===== src/rtl/uart_pkg.sv =====
// Definitions shared by the Hamming(7,4) UART transmitter and its receive-side peer.
package uart_pkg;

    // Same 2-bit encoding as the receiver.
    typedef enum logic [1:0] {
        IDLE  = 2'd0,
        START = 2'd1,
        DATA  = 2'd2,
        STOP  = 2'd3
    } uart_state_e;

    localparam int HAMMING_N            = 7;
    localparam int HAMMING_K            = 4;
    localparam int CLKS_PER_BIT_DEFAULT = 8;

endpackage


===== src/rtl/hamming74_encoder.sv =====
// Combinational Hamming(7,4) encoder; code[0] is the first bit on the wire.
module hamming74_encoder
    import uart_pkg::*;
(
    input  logic [HAMMING_K-1:0] i_data,
    output logic [HAMMING_N-1:0] o_code
);

    logic w_p1, w_p2, w_p3;

    assign w_p1 = i_data[0] ^ i_data[1] ^ i_data[3];
    assign w_p2 = i_data[0] ^ i_data[2] ^ i_data[3];
    assign w_p3 = i_data[1] ^ i_data[2] ^ i_data[3];

    // Classic position order 7..1; the decoder relies on this exact mapping.
    assign o_code = {i_data[3], i_data[2], i_data[1], w_p3, i_data[0], w_p2, w_p1};

endmodule


===== src/rtl/uart_hamming_transmitter.sv =====
// UART frame transmitter: start bit, 7 code bits LSB first, stop bit(s).
// Payload is Hamming(7,4) encoded unless ENCODE=0, in which case 7 raw bits are sent.
module uart_hamming_transmitter
    import uart_pkg::*;
#(
    parameter int CLKS_PER_BIT = CLKS_PER_BIT_DEFAULT,
    parameter int STOP_BITS    = 1,
    parameter int ENCODE       = 1
) (
    input  logic       clk,
    input  logic       rst,
    input  logic       ena,
    input  logic [6:0] data_in,
    input  logic       valid_in,
    output logic       ready_out,
    output logic       tx,
    output logic       busy,
    output logic       done
);

    localparam int             CW            = $clog2(CLKS_PER_BIT);
    localparam logic [CW-1:0]  CLK_LAST      = CW'(CLKS_PER_BIT - 1);
    localparam logic [CW-1:0]  CLK_STOP_LAST = CW'(CLKS_PER_BIT - 2);
    localparam logic [2:0]     BIT_LAST      = 3'(HAMMING_N - 1);
    localparam logic [2:0]     STOP_LAST     = 3'(STOP_BITS - 1);

    uart_state_e            r_state, w_state_next;
    logic [CW-1:0]          r_clk_cnt, w_clk_cnt_next;
    logic [2:0]             r_bit_cnt, w_bit_cnt_next;
    logic [HAMMING_N-1:0]   r_shift, w_shift_next;
    logic                   r_tx, w_tx_next;
    logic                   r_done, w_done_next;
    logic [HAMMING_N-1:0]   w_code, w_payload;
    logic                   w_clk_last, w_transfer;

    hamming74_encoder u_encoder (
        .i_data (data_in[HAMMING_K-1:0]),
        .o_code (w_code)
    );

    assign w_payload  = (ENCODE != 0) ? w_code : data_in;
    assign w_transfer = valid_in && (r_state == IDLE);
    assign w_clk_last = (r_clk_cnt == CLK_LAST);

    always_comb begin
        w_state_next   = r_state;
        w_clk_cnt_next = r_clk_cnt;
        w_bit_cnt_next = r_bit_cnt;
        w_shift_next   = r_shift;
        w_done_next    = 1'b0;
        case (r_state)
            IDLE: begin
                if (w_transfer) begin
                    w_state_next   = START;
                    w_shift_next   = w_payload;
                    w_clk_cnt_next = '0;
                    w_bit_cnt_next = '0;
                end
            end
            START: begin
                if (w_clk_last) begin
                    w_state_next   = DATA;
                    w_clk_cnt_next = '0;
                end else begin
                    w_clk_cnt_next = r_clk_cnt + 1'b1;
                end
            end
            DATA: begin
                if (w_clk_last) begin
                    w_clk_cnt_next = '0;
                    w_shift_next   = r_shift >> 1;
                    if (r_bit_cnt == BIT_LAST) begin
                        w_state_next   = STOP;
                        w_bit_cnt_next = '0;
                    end else begin
                        w_bit_cnt_next = r_bit_cnt + 1'b1;
                    end
                end else begin
                    w_clk_cnt_next = r_clk_cnt + 1'b1;
                end
            end
            STOP: begin
                // The done cycle in IDLE is itself the last stop-bit clock, so leave one early.
                if ((r_bit_cnt == STOP_LAST) && (r_clk_cnt == CLK_STOP_LAST)) begin
                    w_state_next   = IDLE;
                    w_clk_cnt_next = '0;
                    w_bit_cnt_next = '0;
                    w_done_next    = 1'b1;
                end else if (w_clk_last) begin
                    w_clk_cnt_next = '0;
                    w_bit_cnt_next = r_bit_cnt + 1'b1;
                end else begin
                    w_clk_cnt_next = r_clk_cnt + 1'b1;
                end
            end
            default: begin
                w_state_next   = IDLE;
                w_clk_cnt_next = '0;
                w_bit_cnt_next = '0;
            end
        endcase

        case (w_state_next)
            START:   w_tx_next = 1'b0;
            DATA:    w_tx_next = w_shift_next[0];
            default: w_tx_next = 1'b1;
        endcase
    end

    always_ff @(posedge clk) begin
        if (rst) begin
            r_state   <= IDLE;
            r_clk_cnt <= '0;
            r_bit_cnt <= '0;
            r_shift   <= '0;
            r_tx      <= 1'b1;
            r_done    <= 1'b0;
        end else if (ena) begin
            r_state   <= w_state_next;
            r_clk_cnt <= w_clk_cnt_next;
            r_bit_cnt <= w_bit_cnt_next;
            r_shift   <= w_shift_next;
            r_tx      <= w_tx_next;
            r_done    <= w_done_next;
        end
    end

    assign ready_out = (r_state == IDLE);
    assign busy      = (r_state != IDLE);
    assign tx        = r_tx;
    assign done      = r_done;

endmodule

===== config.mk =====
export PLATFORM = sky130hd
export DESIGN_NAME = uart_hamming_transmitter
export DESIGN_NICKNAME = d
export VERILOG_FILES = /design/src/rtl/uart_pkg.sv /design/src/rtl/hamming74_encoder.sv /design/src/rtl/uart_hamming_transmitter.sv
export SDC_FILE = /design/constraint.sdc
export NUM_CORES = 1
export LEC_CHECK = 0
export CORE_MARGIN = 2
export CORE_UTILIZATION = 45
export CTS_BUF_LIST = sky130_fd_sc_hd__clkbuf_8 sky130_fd_sc_hd__clkbuf_16
export DETAILED_ROUTE_END_ITERATION = 16
export GPL_TIMING_DRIVEN = 1
export PLACE_DENSITY = 0.71
export SLEW_MARGIN = 20
export SYNTH_ARGS = -nofsm -noshare
export SYNTH_HDL_FRONTEND = slang
export SYNTH_SLANG_ARGS = --single-unit

===== constraint.sdc =====
create_clock -name clk -period 5.9 [get_ports clk]
set_clock_uncertainty 0.1 [all_clocks]
set_input_delay 1.18 -clock clk [delete_from_list [all_inputs] [get_ports clk]]
set_output_delay 1.18 -clock clk [all_outputs]
set_load 0.005 [all_outputs]

* Word level (Yosys, flattened, before mapping)
Cells that the tools add are included.
Cells by class: $add $sub $neg 2, equal/unequal tests 11, mux-type cells 21, bitwise logic cells 6, reduce and logical (&&, ||, !) cells 11
Operator list (number):
- two-way mux 3 bit | 7
- case mux 3 bit (3 select lines) | 2
- two-way mux 7 bit | 2
- case mux 7 bit (2 select lines) | 1
- two-way mux 2 bit | 5
- == test 3 bit, second input constant | 3
- case mux 2 bit (4 select lines) | 1
- adder 3 x 1 -> 3 bit, second input constant | 2
- == test 2 bit, second input constant | 3
- XOR 1 bit | 6
- AND reduction 5 bit | 1
- == test 2 x 1 -> 1 bit, second input constant | 2
- AND reduction 4 bit | 1
- nonzero test 2 bit | 2
- logical NOT 3 bit | 1
- != test 3 bit, second input constant | 1
- nonzero test 3 bit | 1
- logical AND 1 bit | 2
- logical NOT 2 bit | 1
- two-way mux 1 bit | 2
- != test 2 x 1 -> 1 bit, second input constant | 1
- != test 2 bit, second input constant | 1
- case mux 1 bit (2 select lines) | 1
- AND reduction 2 bit | 1
- OR reduction 2 bit | 1
Word-level totals: bits in registers 17, word-level logic and storage cells 58

* Depth between registers and ports, before layout
depth in word-level cells 6, mapped depth 8, gate-level depth less buffers 7

* Hierarchy
From an unflattened synthesis, not the netlist that was laid out.
Second synthesis, totals: cells, all modules 130, area total of the unflattened synthesis 1171.1 sq um
Modules (own cells, without submodules):
- uart_hamming_transmitter | instances 1, cells an instance 120, area an instance 1047.3 sq um, sequential area each 340.3 sq um
- hamming74_encoder | instances 1, cells an instance 10, area an instance 123.9 sq um, sequential area each 0.0 sq um

* Worst setup path before layout
No wires, ideal clock.
path type input-to-reg, start point input ena, end point register r_bit_cnt[2], arrival time 2483 ps, required time 5729 ps, slack 3246 ps, cell stages on the path 5, buffers on the path 1, path through clkbuf_1 nand2_1 a211o_1 or4b_1 a21oi_1
Between the ends: longest elaborated chain between the ends 1
Ends and longest elaborated chain:
- start, declared | line uart_hamming_transmitter.sv:12 | input logic ena,
- AND reduction 5 bit (no source line)
- end signal, assigned | line uart_hamming_transmitter.sv:121 | r_bit_cnt <= w_bit_cnt_next;
- end, declared | line uart_hamming_transmitter.sv:29 | logic [2:0] r_bit_cnt, w_bit_cnt_next;
No other way between the ends. A chain may end at the register's enable or synchronous reset.

* Worst setup path after layout
Same ends and word-level chain as after synthesis.

==> reports/qor.csv <==
metric,value,unit
cell count of the worst reg-to-reg path,6,
R2R Setup Slk,3.61,ns
WL per Instance,13.1,um
crit path kind,in2reg,
Power Density,222,nW/um^2
Post-Syn Nets,147,
Critical Path Slowest Stage Cell,clkdlybuf4s50_1,
Post-CTS Setup Inserts,0,
dpl cells,158,
type of the most critical hold path,reg2reg,
Die Area,2760,sq um
CTS Sinks,17,
Max Cap Viol,0,
final worst setup slack,2.91,ns
largest net degree at the start of global routing,18,
hold path depth,2,
I/O Buffers,11,
origin of the critical flop-to-flop path,r_state[0],
asr flop ratio synth,0,%
Post-route DRC,0,
Yosys warnings,0,
Core Area,2210,sq um
WHS,0.355,ns
max-slew violations,0,
Via density,5.56,
vias in the first global route,810,
status,completed,
share of cells above drive strength 1,6.72,%
VDD IR max,0.237,mV
WHS Endpoint,r_shift[6],
P&R area growth vs syn,16.0,%
Mapped Cells,125,
"Gates resized, CTS repair",0,
H-tree lvl count,1,
Top Ports,15,
first-pass GRT wire length,3570,um
RSZ-0062 raised after global routing,no,
Root Driver,clkbuf_8,
Final period util,50.6,%
initial core utilization,47.9,%
Congestion Overflow GR,0,
Mapped Area,1060,sq um
Reg2Reg Capture Point,r_shift[5],
detailed-route via count,901,
antenna violations before repair,0,
# setup viols final,0,
TNS Setup,0,ns
die height,52.5,um
crit-path max FO,9,
hold path startpoint,r_shift[6],
Synth area leaders,"dfxtp_1 (32%), ha_1 (13%), a221oi_1 (5.0%), a21oi_1 (4.7%), xnor2_1 (4.1%)",
Clock Path Buffers,2,
"EDFF count, synth",0,
"delay-heaviest family, CP",simple AND/OR/NAND/NOR gates,
final core occ,55.5,%
Yosys top cell by area,dfxtp_1,
register bit count reported by yosys,17,
First-pass DRT Iterations,4,
Startpoint Class,input pin,
CTS buffer count,3,
Tmin final,2.99,ns
Post-Route WL,2130,um
highest clock rate,335,MHz
Yosys cell types,34,
dpl ws,2.66,ns
crit path buf inv count,1,
synthesized area per cell,8.47,sq um
dpl hpwl,1580,um
CTS tree,done,
"Clk Latency, worst-skew pair",0.25,ns
worst path cell trace,clkdlybuf4s50_1 -> nand2_1 -> a211o_1 -> or4b_1 -> a21oi_1,
# rows,17,
area fraction of the dominant cell type after synthesis,32.2,%
Nets,157,
Worst EP required,5.98,ns
Pleak,0.474,nW
Final Non-Filler Cells,162,
Worst-path clk slew,0.07,ns
relative slew slack,53.6,%
ANT nets after route,0,
"Seq/Total Area, Yosys",32.2,%
CP arrival,3.06,ns
ANT cells,0,
Die Wd,52.5,um
Worst-Margin Slew,0.695,ns
global placer's final weighted congestion,0.783,
hold buffer count at CTS,0,
crit-path max cell delay,0.66,ns
endpoints failing hold,0,
Crit. End Element,register,
commonest register cell after synthesis,dfxtp_1,
Initial DRC Count,15,
GRT Overall Usage,17.4,%
[Yosys cell counts (2+ instances only)]
library cell	number
dfxtp_1	17
ha_1	11
a21oi_1	10
inv_1	10
nor2_1	10
nand2_1	7
a221oi_1	6
o21ai_0	6
clkbuf_1	5
nor3_1	5
xnor2_1	5
a211oi_1	4
nor2b_1	4
a22oi_1	2
a31oi_1	2
and2_1	2
o21a_1	2
[routing by layer]
layer,vias up,global-route usage [%],share of wire (%)
met2,16,26.9,43
met5,-,0,0
met1,422,23.7,52
li1,463,-,-
met3,0,6.00,4.6
met4,0,2.56,0
[where the power goes]
part	total, mW	switching [mW]	internal (mW)	leakage (nW)
logic	0.0595	0.0313	0.0282	0.309
clock network	0.0869	0.0400	0.0469	0.0255
registers	0.126	0.00454	0.121	0.139
total	0.272	0.0758	0.196	0.474
[layout make-up]
cell class / count / area, sq um
Clock buffer: 3 / 41.3
Clock inverter: 1 / 5.00
Fill cell: 209 / 985
Inverter: 10 / 37.5
Multi-Input combinational cell: 92 / 658
Sequential cell: 17 / 340
Tap cell: 28 / 35.0
Timing Repair Buffer: 11 / 110
[kinds of logic (layout without fill, tap and decap cells)]
group | after synthesis | after routing | share of synthesized area [%]
AOI/OAI and AO/OA | 38 | 38 | 24.0
and+or+nand+nor | 36 | 36 | 19.0
DFF | 17 | 17 | 32.2
buffers and inverters | 16 | 25 | 5.67
adders and majority gates | 11 | 11 | 13.0
xor gates and xnor gates | 5 | 5 | 4.14
muxes | 2 | 2 | 2.01
[worst register-to-register path, delay by kind of cell (launching register included)]
| family | cells | cell delay, ns |
|---|---|---|
| flip-flops | 1 | 0.44 |
| adder cells (fa/ha/maj) | 1 | 0.31 |
| buffers and inverters | 1 | 0.12 |
| AND/OR/NAND/NOR | 3 | 0.58 |
| AO/OA/AOI/OAI | 1 | 0.60 |
[registers in the layout (all words and copies together), names as in the netlist]
name / count
tx: 1
r_clk_cnt: 3
r_state: 2
r_bit_cnt: 3
r_shift: 7
done: 1
[layout by cell type, fill, tap and decap left out]
cell              n
dfxtp_1          17
ha_1             11
clkdlybuf4s50_1  11
inv_1            10
nor2_1           10
a21oi_1          10
nand2_1           7
a221oi_1          6
o21ai_0           6
xnor2_1           5
nor3_1            5
nor2b_1           4
a211oi_1          4
clkbuf_8          3
and2_1            2
a31oi_1           2
o21a_1            2
a22oi_1           2
nand2b_1          1
o21bai_1          1
nand4b_4          1
a21boi_0          1
a21o_1            1
a211o_1           1
or4b_1            1
mux2i_1           1
mux2_2            1
a22o_1            1
or2_2             1
a41oi_1           1
and3_1            1
nor4_1            1
or3b_2            1
or3_2             1
clkinv_2          1
[through the flow]
stage / area, sq um / total power [mW]
3_5_place_dp: 1180 / 0.187
2_1_floorplan: 1060 / 0.169
5_1_grt: 1230 / 0.286
3_3_place_gp: 1180 / 0.186
6_report: 1230 / 0.272
4_1_cts: 1230 / 0.276
[how the worst max path moves through the flow]
| stage | startpoint | end | slack [ns] | depth (start not counted) |
|---|---|---|---|---|
| 2_1_floorplan | ena | r_bit_cnt[2] | 3.25 | 5 |
| 3_3_place_gp | ena | r_bit_cnt[2] | 2.70 | 5 |
| 3_5_place_dp | ena | r_bit_cnt[2] | 2.66 | 5 |
| 4_1_cts | ena | r_bit_cnt[2] | 2.93 | 5 |
| 5_1_grt | ena | r_bit_cnt[2] | 2.79 | 5 |
| 6_report | ena | r_bit_cnt[2] | 2.91 | 5 |
(Power assumes the default switching activity.)
